--- src/rtl/bpsk_pkg.sv ---
// bpsk_pkg: shared types and helpers for the BPSK transmit chain front end.
package bpsk_pkg;

    typedef enum logic [2:0] {
        IDLE,
        START,
        DATA,
        PARITY,
        STOP,
        BREAK
    } uart_rx_state_e;

    localparam int unsigned UART_DATA_BITS = 8;

    // Integer number of sysclk cycles per UART bit.
    function automatic int unsigned clks_per_bit(input int unsigned clk_hz, input int unsigned baud);
        return clk_hz / baud;
    endfunction

endpackage

--- src/rtl/byte_fifo.sv ---
// byte_fifo: first-word-fall-through FIFO. Occupancy is tracked by an explicit
// level counter, and full/empty are derived from that counter. The output reads
// as zero while the FIFO is empty.
module byte_fifo #(
    parameter int unsigned DEPTH = 16,
    parameter int unsigned WIDTH = 8
) (
    input  logic                     sysclk,
    input  logic                     rst_n,
    input  logic                     wr_en,
    input  logic [WIDTH-1:0]         wr_data,
    input  logic                     rd_en,
    output logic [WIDTH-1:0]         rd_data,
    output logic                     empty,
    output logic                     full,
    output logic [$clog2(DEPTH):0]   level
);

    localparam int unsigned PTR_W = $clog2(DEPTH);
    localparam int unsigned LVL_W = PTR_W + 1;

    logic [WIDTH-1:0] r_mem [DEPTH];
    logic [PTR_W-1:0] r_wr_ptr;
    logic [PTR_W-1:0] r_rd_ptr;
    logic [LVL_W-1:0] r_level;
    logic             w_do_rd;
    logic             w_do_wr;

    assign empty   = (r_level == '0);
    assign full    = (r_level == LVL_W'(DEPTH));
    assign level   = r_level;
    assign w_do_rd = rd_en & ~empty;
    // A read in the same cycle frees a slot, so a write into a full FIFO is still taken.
    assign w_do_wr = wr_en & (~full | w_do_rd);
    assign rd_data = empty ? '0 : r_mem[r_rd_ptr];

    // Storage array; stale contents are irrelevant because the pointers and level are reset.
    always_ff @(posedge sysclk) begin
        if (w_do_wr) begin
            r_mem[r_wr_ptr] <= wr_data;
        end
    end

    // Pointer and occupancy bookkeeping; pointers wrap modulo DEPTH.
    always_ff @(posedge sysclk) begin
        if (!rst_n) begin
            r_wr_ptr <= '0;
            r_rd_ptr <= '0;
            r_level  <= '0;
        end else begin
            if (w_do_wr) begin
                r_wr_ptr <= r_wr_ptr + PTR_W'(1);
            end
            if (w_do_rd) begin
                r_rd_ptr <= r_rd_ptr + PTR_W'(1);
            end
            case ({w_do_wr, w_do_rd})
                2'b10:   r_level <= r_level + LVL_W'(1);
                2'b01:   r_level <= r_level - LVL_W'(1);
                default: r_level <= r_level;
            endcase
        end
    end

endmodule

--- src/rtl/uart_rx_buffer.sv ---
// uart_rx_buffer: UART receiver (8N1) feeding a byte FIFO that presents a
// valid/ready stream to the BPSK modulator, and reporting line activity.
// Build macro UART_RX_PARITY_EN selects 8E1 framing with a parity check.
module uart_rx_buffer
    import bpsk_pkg::*;
#(
    parameter int unsigned CLK_HZ     = 100_000_000,
    parameter int unsigned BAUD       = 115_200,
    parameter int unsigned FIFO_DEPTH = 16
) (
    input  logic                          sysclk,
    input  logic                          rst_n,
    input  logic                          uart_txd_in,
    output logic [7:0]                    m_data,
    output logic                          m_valid,
    input  logic                          m_ready,
    output logic [$clog2(FIFO_DEPTH):0]   fifo_level,
    output logic                          rx_busy,
    output logic                          frame_err,
    output logic                          overflow
);

    localparam int unsigned CPB   = clks_per_bit(CLK_HZ, BAUD);
    localparam int unsigned CNT_W = $clog2(CPB);
    localparam logic [CNT_W-1:0] HALF_LAST = CNT_W'(CPB / 2 - 1);
    localparam logic [CNT_W-1:0] FULL_LAST = CNT_W'(CPB - 1);
    localparam logic [2:0]       LAST_BIT  = 3'(UART_DATA_BITS - 1);

    logic                      r_sync1;
    logic                      r_sync2;
    logic                      w_rx_s;
    uart_rx_state_e            r_state;
    uart_rx_state_e            w_state_next;
    logic [CNT_W-1:0]          r_baud_cnt;
    logic [2:0]                r_bit_cnt;
    logic [UART_DATA_BITS-1:0] r_shift;
    logic                      w_tick;
    logic                      w_push;
    logic                      w_ferr;
    logic                      w_pop;
    logic                      w_fifo_empty;
    logic                      w_fifo_full;
    logic                      r_frame_err;
    logic                      r_overflow;
`ifdef UART_RX_PARITY_EN
    logic                      r_par_bad;
`endif

    assign w_rx_s    = r_sync2;
    assign w_pop     = ~w_fifo_empty & m_ready;
    assign m_valid   = ~w_fifo_empty;
    assign rx_busy   = (r_state != IDLE);
    assign frame_err = r_frame_err;
    assign overflow  = r_overflow;

    // Two-flop synchroniser for the asynchronous serial line (idles high).
    always_ff @(posedge sysclk) begin
        if (!rst_n) begin
            r_sync1 <= 1'b1;
            r_sync2 <= 1'b1;
        end else begin
            r_sync1 <= uart_txd_in;
            r_sync2 <= r_sync1;
        end
    end

    // FSM state register.
    always_ff @(posedge sysclk) begin
        if (!rst_n) begin
            r_state <= IDLE;
        end else begin
            r_state <= w_state_next;
        end
    end

    // Next-state logic plus push/frame-error strobes at the sample points.
    always_comb begin
        w_state_next = r_state;
        w_push       = 1'b0;
        w_ferr       = 1'b0;
        w_tick       = (r_state == START) ? (r_baud_cnt == HALF_LAST)
                                          : (r_baud_cnt == FULL_LAST);
        case (r_state)
            IDLE: begin
                if (!w_rx_s) begin
                    w_state_next = START;
                end
            end
            START: begin
                if (w_tick) begin
                    w_state_next = w_rx_s ? IDLE : DATA;
                end
            end
            DATA: begin
                if (w_tick && (r_bit_cnt == LAST_BIT)) begin
`ifdef UART_RX_PARITY_EN
                    w_state_next = PARITY;
`else
                    w_state_next = STOP;
`endif
                end
            end
`ifdef UART_RX_PARITY_EN
            PARITY: begin
                if (w_tick) begin
                    w_state_next = STOP;
                end
            end
`endif
            STOP: begin
                if (w_tick) begin
                    if (w_rx_s) begin
`ifdef UART_RX_PARITY_EN
                        w_push = ~r_par_bad;
                        w_ferr = r_par_bad;
`else
                        w_push = 1'b1;
`endif
                        w_state_next = IDLE;
                    end else begin
                        w_ferr       = 1'b1;
                        w_state_next = BREAK;
                    end
                end
            end
            BREAK: begin
                if (w_rx_s) begin
                    w_state_next = IDLE;
                end
            end
            default: begin
                w_state_next = IDLE;
            end
        endcase
    end

    // Baud/bit counters and the LSB-first shift register.
    always_ff @(posedge sysclk) begin
        if (!rst_n) begin
            r_baud_cnt <= '0;
            r_bit_cnt  <= '0;
            r_shift    <= '0;
        end else begin
            if ((r_state == IDLE) || (r_state == BREAK) || w_tick) begin
                r_baud_cnt <= '0;
            end else begin
                r_baud_cnt <= r_baud_cnt + CNT_W'(1);
            end
            if (r_state == IDLE) begin
                r_bit_cnt <= '0;
            end else if ((r_state == DATA) && w_tick) begin
                r_bit_cnt <= r_bit_cnt + 3'd1;
                r_shift   <= {w_rx_s, r_shift[UART_DATA_BITS-1:1]};
            end
        end
    end

`ifdef UART_RX_PARITY_EN
    // Even-parity check: the data bits XOR the parity bit must be zero.
    always_ff @(posedge sysclk) begin
        if (!rst_n) begin
            r_par_bad <= 1'b0;
        end else if (r_state == IDLE) begin
            r_par_bad <= 1'b0;
        end else if ((r_state == PARITY) && w_tick) begin
            r_par_bad <= (^r_shift) ^ w_rx_s;
        end
    end
`endif

    // One-cycle status pulses, aligned with the FIFO update of the stop sample.
    always_ff @(posedge sysclk) begin
        if (!rst_n) begin
            r_frame_err <= 1'b0;
            r_overflow  <= 1'b0;
        end else begin
            r_frame_err <= w_ferr;
            r_overflow  <= w_push & w_fifo_full & ~w_pop;
        end
    end

    byte_fifo #(
        .DEPTH (FIFO_DEPTH),
        .WIDTH (UART_DATA_BITS)
    ) u_fifo (
        .sysclk  (sysclk),
        .rst_n   (rst_n),
        .wr_en   (w_push),
        .wr_data (r_shift),
        .rd_en   (w_pop),
        .rd_data (m_data),
        .empty   (w_fifo_empty),
        .full    (w_fifo_full),
        .level   (fifo_level)
    );

endmodule

--- config.mk ---
export PLATFORM = sky130hd
export DESIGN_NAME = uart_rx_buffer
export DESIGN_NICKNAME = d
export VERILOG_FILES = /design/src/rtl/bpsk_pkg.sv /design/src/rtl/byte_fifo.sv /design/src/rtl/uart_rx_buffer.sv
export SDC_FILE = /design/constraint.sdc
export NUM_CORES = 1
export LEC_CHECK = 0
export CORE_ASPECT_RATIO = 1.5
export CORE_MARGIN = 1.5
export CORE_UTILIZATION = 55
export CTS_CLUSTER_DIAMETER = 100
export DETAILED_ROUTE_END_ITERATION = 16
export GPL_TIMING_DRIVEN = 1
export PLACE_DENSITY = 0.83
export SLEW_MARGIN = 10
export SYNTH_ARGS = -nofsm -noshare
export SYNTH_HDL_FRONTEND = slang
export SYNTH_HIERARCHICAL = 1
export SYNTH_SLANG_ARGS = --single-unit
export TNS_END_PERCENT = 100
--- constraint.sdc ---
create_clock -name sysclk -period 3.2 [get_ports sysclk]
set_clock_uncertainty 0.05 [all_clocks]
set_input_delay 0.64 -clock sysclk [delete_from_list [all_inputs] [get_ports sysclk]]
set_output_delay 0.64 -clock sysclk [all_outputs]
set_load 0.05 [all_outputs]
**After elaboration in Yosys (flattened, before gate mapping)**

Memory sizes are Yosys's and may differ from the RTL's. A register that Yosys moved wholly into a read port is not among the register bits.
Index checks and enable logic that the tools add are counted.

- $add $sub $neg: 6
- Equal/unequal tests: 15
- Muxes and demuxes: 19
- Bitwise operators: 11
- Reductions and logical operators: 13

Operator list:

| operator | number |
|---|---|
| $mux 3 | 6 |
| $pmux 3 s5 | 1 |
| $add 10x1->10 const B | 1 |
| $eq 10x10->1 const B | 1 |
| $eq 10x9->1 const B | 1 |
| $ne 2x2->1 const B | 5 |
| $pmux 5 s2 | 1 |
| $eq 3x3->1 const B | 3 |
| $add 4x1->4 const B | 2 |
| $mux 4 | 2 |
| $mux 8 | 1 |
| $mux 1 | 7 |
| $add 5x1->5 const B | 1 |
| $and 1x1->1 | 5 |
| $eq 5x5->1 const B | 1 |
| $logic_not 5->1 | 1 |
| $not 1->1 | 5 |
| $reduce_and 5->1 | 1 |
| $sub 5x1->5 const B | 1 |
| $reduce_or 2->1 | 2 |
| $add 3x1->3 const B | 1 |
| $eq 3x1->1 const B | 1 |
| $eq 3x2->1 const B | 1 |
| $logic_not 3->1 | 1 |
| other kinds (10) | 12 |

- Register bits after elaboration: 41
- RAM bits: 128
- Input bits: 4
- Output and inout bits: 17
- Word-level logic and storage cells: 76
- Memories: 1

Memories:

| name | depth | bits a word | read ports | clocked after memory_dff | write ports | RTL line | RTL |
|---|---|---|---|---|---|---|---|
| u_fifo.r_mem | 16 | 8 | 1 | 1 | 1 | byte_fifo.sv:22 | `logic [WIDTH-1:0] r_mem [DEPTH];` |

**Logic depth before layout (Yosys ltp)**

Gate-level depths: netlist of the first run.

- Depth after elaboration: 8
- Mapped depth: 14
- Depth with buffers taken out: 12

**Modules after synthesis**

The synthesis of the first run kept the hierarchy.

Modules (own cells, without submodules):

| module | instances | cells an instance | area each (um2) | sequential area each (um2) |
|---|---|---|---|---|
| byte_fifo | 1 | 330 | 5,995.8 | 4,184.0 |
| uart_rx_buffer | 1 | 149 | 1,351.3 | 560.5 |

**Worst setup path after synthesis of the first run**

No wires, ideal clock.

- Path type: register to register
- Start: register r_state[1]
- End: register u_fifo.r_level[4], in the netlist u_fifo/level[4]
- Setup time: 0.064 ns
- Arrival: 3.273 ns
- Required time: 3.086 ns
- Path slack: -0.186 ns
- Stages on the path, launching flop included: 15
- Path buffers: 2
- Clock period less this slack: 3.386 ns
- Path through: dfxtp_1 buf_2 or3b_4 or4_4 nand2_2 and3_2 clkbuf_1 nor2b_1 o21ai_4 inv_2 ha_1 nand2b_1 a21oi_1 or4_1 nand4_1

- Longest elaborated chain between the ends: 7
- Elaborated cells between the ends (all ways): 10
- Those cells by class: eq/ne: 4; mux: 4; bitwise: 1; reduce/logical: 1

Ends and longest elaborated chain:

| item | RTL line | RTL |
|---|---|---|
| start, declared | uart_rx_buffer.sv:32 | `uart_rx_state_e r_state;` |
| start signal, assigned | uart_rx_buffer.sv:72 | `r_state <= w_state_next;` |
| $eq 3x1->1 | uart_rx_buffer.sv:81 | `w_tick = (r_state == START) ? (r_baud_cnt == HALF_LAST)` |
| $mux 1 | uart_rx_buffer.sv:81 |  |
| $mux 1 | uart_rx_buffer.sv:111 | `if (w_tick) begin` |
| $mux 1 * | uart_rx_buffer.sv:83 | `case (r_state)` |
| named net w_push | uart_rx_buffer.sv:38 | `logic w_push;` |
| $and 1x1->1 * | byte_fifo.sv:34 | `assign w_do_wr = wr_en & (~full \| w_do_rd);` |
| $eq 2x1->1 / $eq 2x2->1 (equally long branches) | byte_fifo.sv:57 | `case ({w_do_wr, w_do_rd})` |
| $pmux 5 s2 / $reduce_bool 2->1 (equally long branches) | - |  |
| end signal, assigned | byte_fifo.sv:58 | `2'b10: r_level <= r_level + LVL_W'(1);` |
| end signal, assigned | byte_fifo.sv:59 | `2'b01: r_level <= r_level - LVL_W'(1);` |
| end signal, assigned | byte_fifo.sv:60 | `default: r_level <= r_level;` |
| end, declared | byte_fifo.sv:25 | `logic [LVL_W-1:0] r_level;` |

Mark *: on every way through the listed nets, which the timed path passes. The rest lies on a longest branch.
A chain may end at the register's enable or synchronous reset.

**Final worst setup path of the first run**

- Start: register r_state[2]
- End: register u_fifo.r_level[4], in the netlist u_fifo/level[4]

The elaborated chain is that of the path after synthesis.

==> metrics.txt, run 1 <==
status finished clean; Critical Path Source Type flip-flop; placer congestion estimate a little under 0.8; worst slew pin tran 0.708 ns; clk_lat worst skew 0.42 ns; Die X 97.4 um; most common cell after layout, fill and taps aside edfxtp_1; Slew HR 52.6%; Via Count approximately 4000; antenna violations before repair 0; Power, Total between 0.004 and 0.005 W; Max VDD drop about 0.41 mV; library cells used by synthesis between 50 and 60; crit path kind flip-flop to flip-flop; arrival time worst endpoint 3.40 ns; CTS tree yes; critical-path cell list or3b_4, or4_4, nand2_2, and3_2, nor2b_1, o21ai_4, inv_2, ha_4, nand2b_1, a21oi_1, or4_1, nand4_1; Vias/cell 5.94; WL per Instance 20.1 um; layout cell share with drive strength beyond 1 23.2%; CP endpoint kind flip-flop; drt pass-1 iters 5; switching power 0.000881 W; Period Utilization, post-route 96.7%; worst min-delay path class flip-flop to flip-flop; commonest cells after routing, fill and taps aside edfxtp_1, dfxtp_1, mux4_2; Post-Synth Adder-Cell Area 2.15%; mux cell area share after synthesis 13.4%; Seq pwr share 53.6%; Top delay family on crit path simple AND/OR/NAND/NOR gates; Cell Pwr Density 531 nW/um2; Site Rows 51; max cap viols 0; ys flop type edfxtp_1; Total Nets Final 524; Post-synth EDFFs 128; IO Port Bufs 20; sum of buffers and inverters on the critical path 1; post-DP HPWL 9180 um; htree depth 4; Synth Instances 479; Post-Syn Area 7350 um2; Synth Area in Compound Gates between 5 and 6%; CTS sink count 173; DRT Wirelength 13700 um; Synth Area in XOR/XNOR 1.55%; Sw Ratio 19.8%; Post-Synth Simple-Gate Area 11.0%; largest net degree at the start of global routing 33; vias in the first global route 4234; crit-path max FO 6; post-synthesis sequential area ratio approximately 65%; DP Cell Count 648; I/O pins 21; P&R area growth vs syn 13.7%; initial drt markers 240; maximum operating frequency 323 MHz; RSZ-0062 raised after global routing no; Worst Path Required ~3.5 ns; Bufs on Longest Clock Path 2; Final min period 3.09 ns; Leak 3.08 nW; Die Y approximately 140 um; Net Count, Synth 495; Slew Limit Fails 0; CORE AREA roughly 13000 um2; Synth Area per Inst between 15 and 20 um2; first-pass GRT wire length 22000 um; Die ar. roughly 14000 um2; ANT nets after route 0; Clk pwr share 45.6%; Final Setup Violations 0; synth warn 6; Total GRT Usage 20.9%; initial core utilization 56.4%; share of total power in combinational logic 0.8%; Fin. Hold Viols 0; Hold-fix buffers, CTS 0; clock buffer count from CTS 17; Pint 0.00356 W; fillers 922; grt ovf 0; DRC Markers 0; root buffer cell clkbuf_16; Clock transition at path regs 0.06 ns; crit path max-delay cell type or4_4; Final TNS setup 0 ns; largest family of logic cells by synthesized area multiplexers; fin cells between 600 and 700; #FFs+latches synth 173; ANT cells 0; CP peak stage delay 0.54 ns; Async SR Flop Fraction 0%; final design utilization 64.2%
[timing repair]
| action | in CTS | in global routing |
|---|---|---|
| endpoints found under the setup margin | 29 | 53 |
| resized for setup | 3 | 11 |
| hold endpoints to repair | 0 | 0 |
| setup buffers | 0 | 0 |
[state kept, by name, summed over array words and instances (netlist names), named ones only]
register / flops
u_fifo/r_mem: 128
r_baud_cnt: 10
r_shift: 8
u_fifo/level: 5
u_fifo/r_rd_ptr: 4
u_fifo/r_wr_ptr: 4
r_bit_cnt: 3
r_state: 3
frame_err: 1
overflow: 1
r_sync1: 1
r_sync2: 1
[synth_stat cells, drive strengths merged, types with 3 or more instances]
library cell / count / area (um2)
xnor2: 10 / 87.6
nand3: 7 / 40.0
nor3: 8 / 40.0
edfxtp: 128 / 3840
inv: 10 / 37.5
buf: 15 / 91.3
a211oi: 18 / 135
or3: 3 / 20.0
clkbuf: 10 / 37.5
and2: 19 / 119
or4: 3 / 26.3
ha: 11 / 138
o21a: 4 / 30.0
mux2i: 26 / 260
nand2b: 7 / 43.8
dfxtp: 45 / 901
nand4: 6 / 37.5
nor2b: 13 / 81.3
o21ai: 10 / 83.8
nand2: 32 / 123
mux4: 32 / 721
nor2: 23 / 96.4
and3: 8 / 52.6
o211ai: 3 / 22.5
xor2: 3 / 26.3
[power by group through the flow]
stage / registers (W) / logic [W] / clock network [W]
after floorplan: 0.00243 / 0.0000238 / 0
after global placement: 0.00243 / 0.0000322 / 0
after detailed placement: 0.00243 / 0.0000331 / 0
after CTS: 0.00238 / 0.0000334 / 0.00206
after global routing: 0.00238 / 0.0000366 / 0.00215
final: 0.00238 / 0.0000335 / 0.00203
[cell type report]
class | instances | area (um2) | area share, %
Clock inverter | 14 | 159 | 1.90
Inverter | 10 | 37.5 | 0.449
Clock buffer | 18 | 429 | 5.14
Sequential cell | 173 | 4750 | 56.8
Tap cell | 159 | 199 | 2.38
Multi-Input combinational cell | 271 | 2480 | 29.7
Timing Repair Buffer | 35 | 303 | 3.62
[final timing paths]
kind	start	to	slack (ns)	cells past startpoint
worst max-delay path	r_state[2]	u_fifo/level[4]	0.11	12
worst min-delay path	r_sync1	r_sync2	0.37	1
worst max register to register	r_state[2]	u_fifo/level[4]	0.11	12
worst min register to register	r_sync1	r_sync2	0.37	1
[metal layers]
layer,global-route usage [%],vias to the layer above,share of wire (%)
met5,0,-,0
met4,8.27,0,2.9
met3,4.93,25,3.7
met2,38.9,101,55
met1,22.8,2033,38
li1,-,1883,-
[cells by family after synthesis]
family | after synthesis
xor+xnor | 13
buf+inv | 35
mux | 58
fa+ha+maj | 12
compound gates | 46
simple gates | 142
flops | 173
[metrics by stage]
stage | setup slack [ns] | hold WS [ns] | instance area (um2)
4_1_cts | 0.000213 | 0.376 | 8310
3_3_place_gp | 0.169 | 0.343 | 7720
5_1_grt | 0.000170 | 0.387 | 8360
6_report | 0.106 | 0.371 | 8360
2_1_floorplan | 0.0152 | 0.336 | 7350
3_5_place_dp | 0.0195 | 0.363 | 7720
Note: power is estimated with default switching activity, not from simulation.
==> run 2, diff against run 1 <==
--- a/config.mk
+++ b/config.mk
@@ -9,6 +9,7 @@
 export CORE_MARGIN = 1.5
 export CORE_UTILIZATION = 55
 export CTS_CLUSTER_DIAMETER = 100
+export CTS_CLUSTER_SIZE = 8
 export DETAILED_ROUTE_END_ITERATION = 16
 export GPL_TIMING_DRIVEN = 1
 export PLACE_DENSITY = 0.83
==> results of run 2 <==
Same layout as run 1: the final DEF is identical, and so are final timing and power.
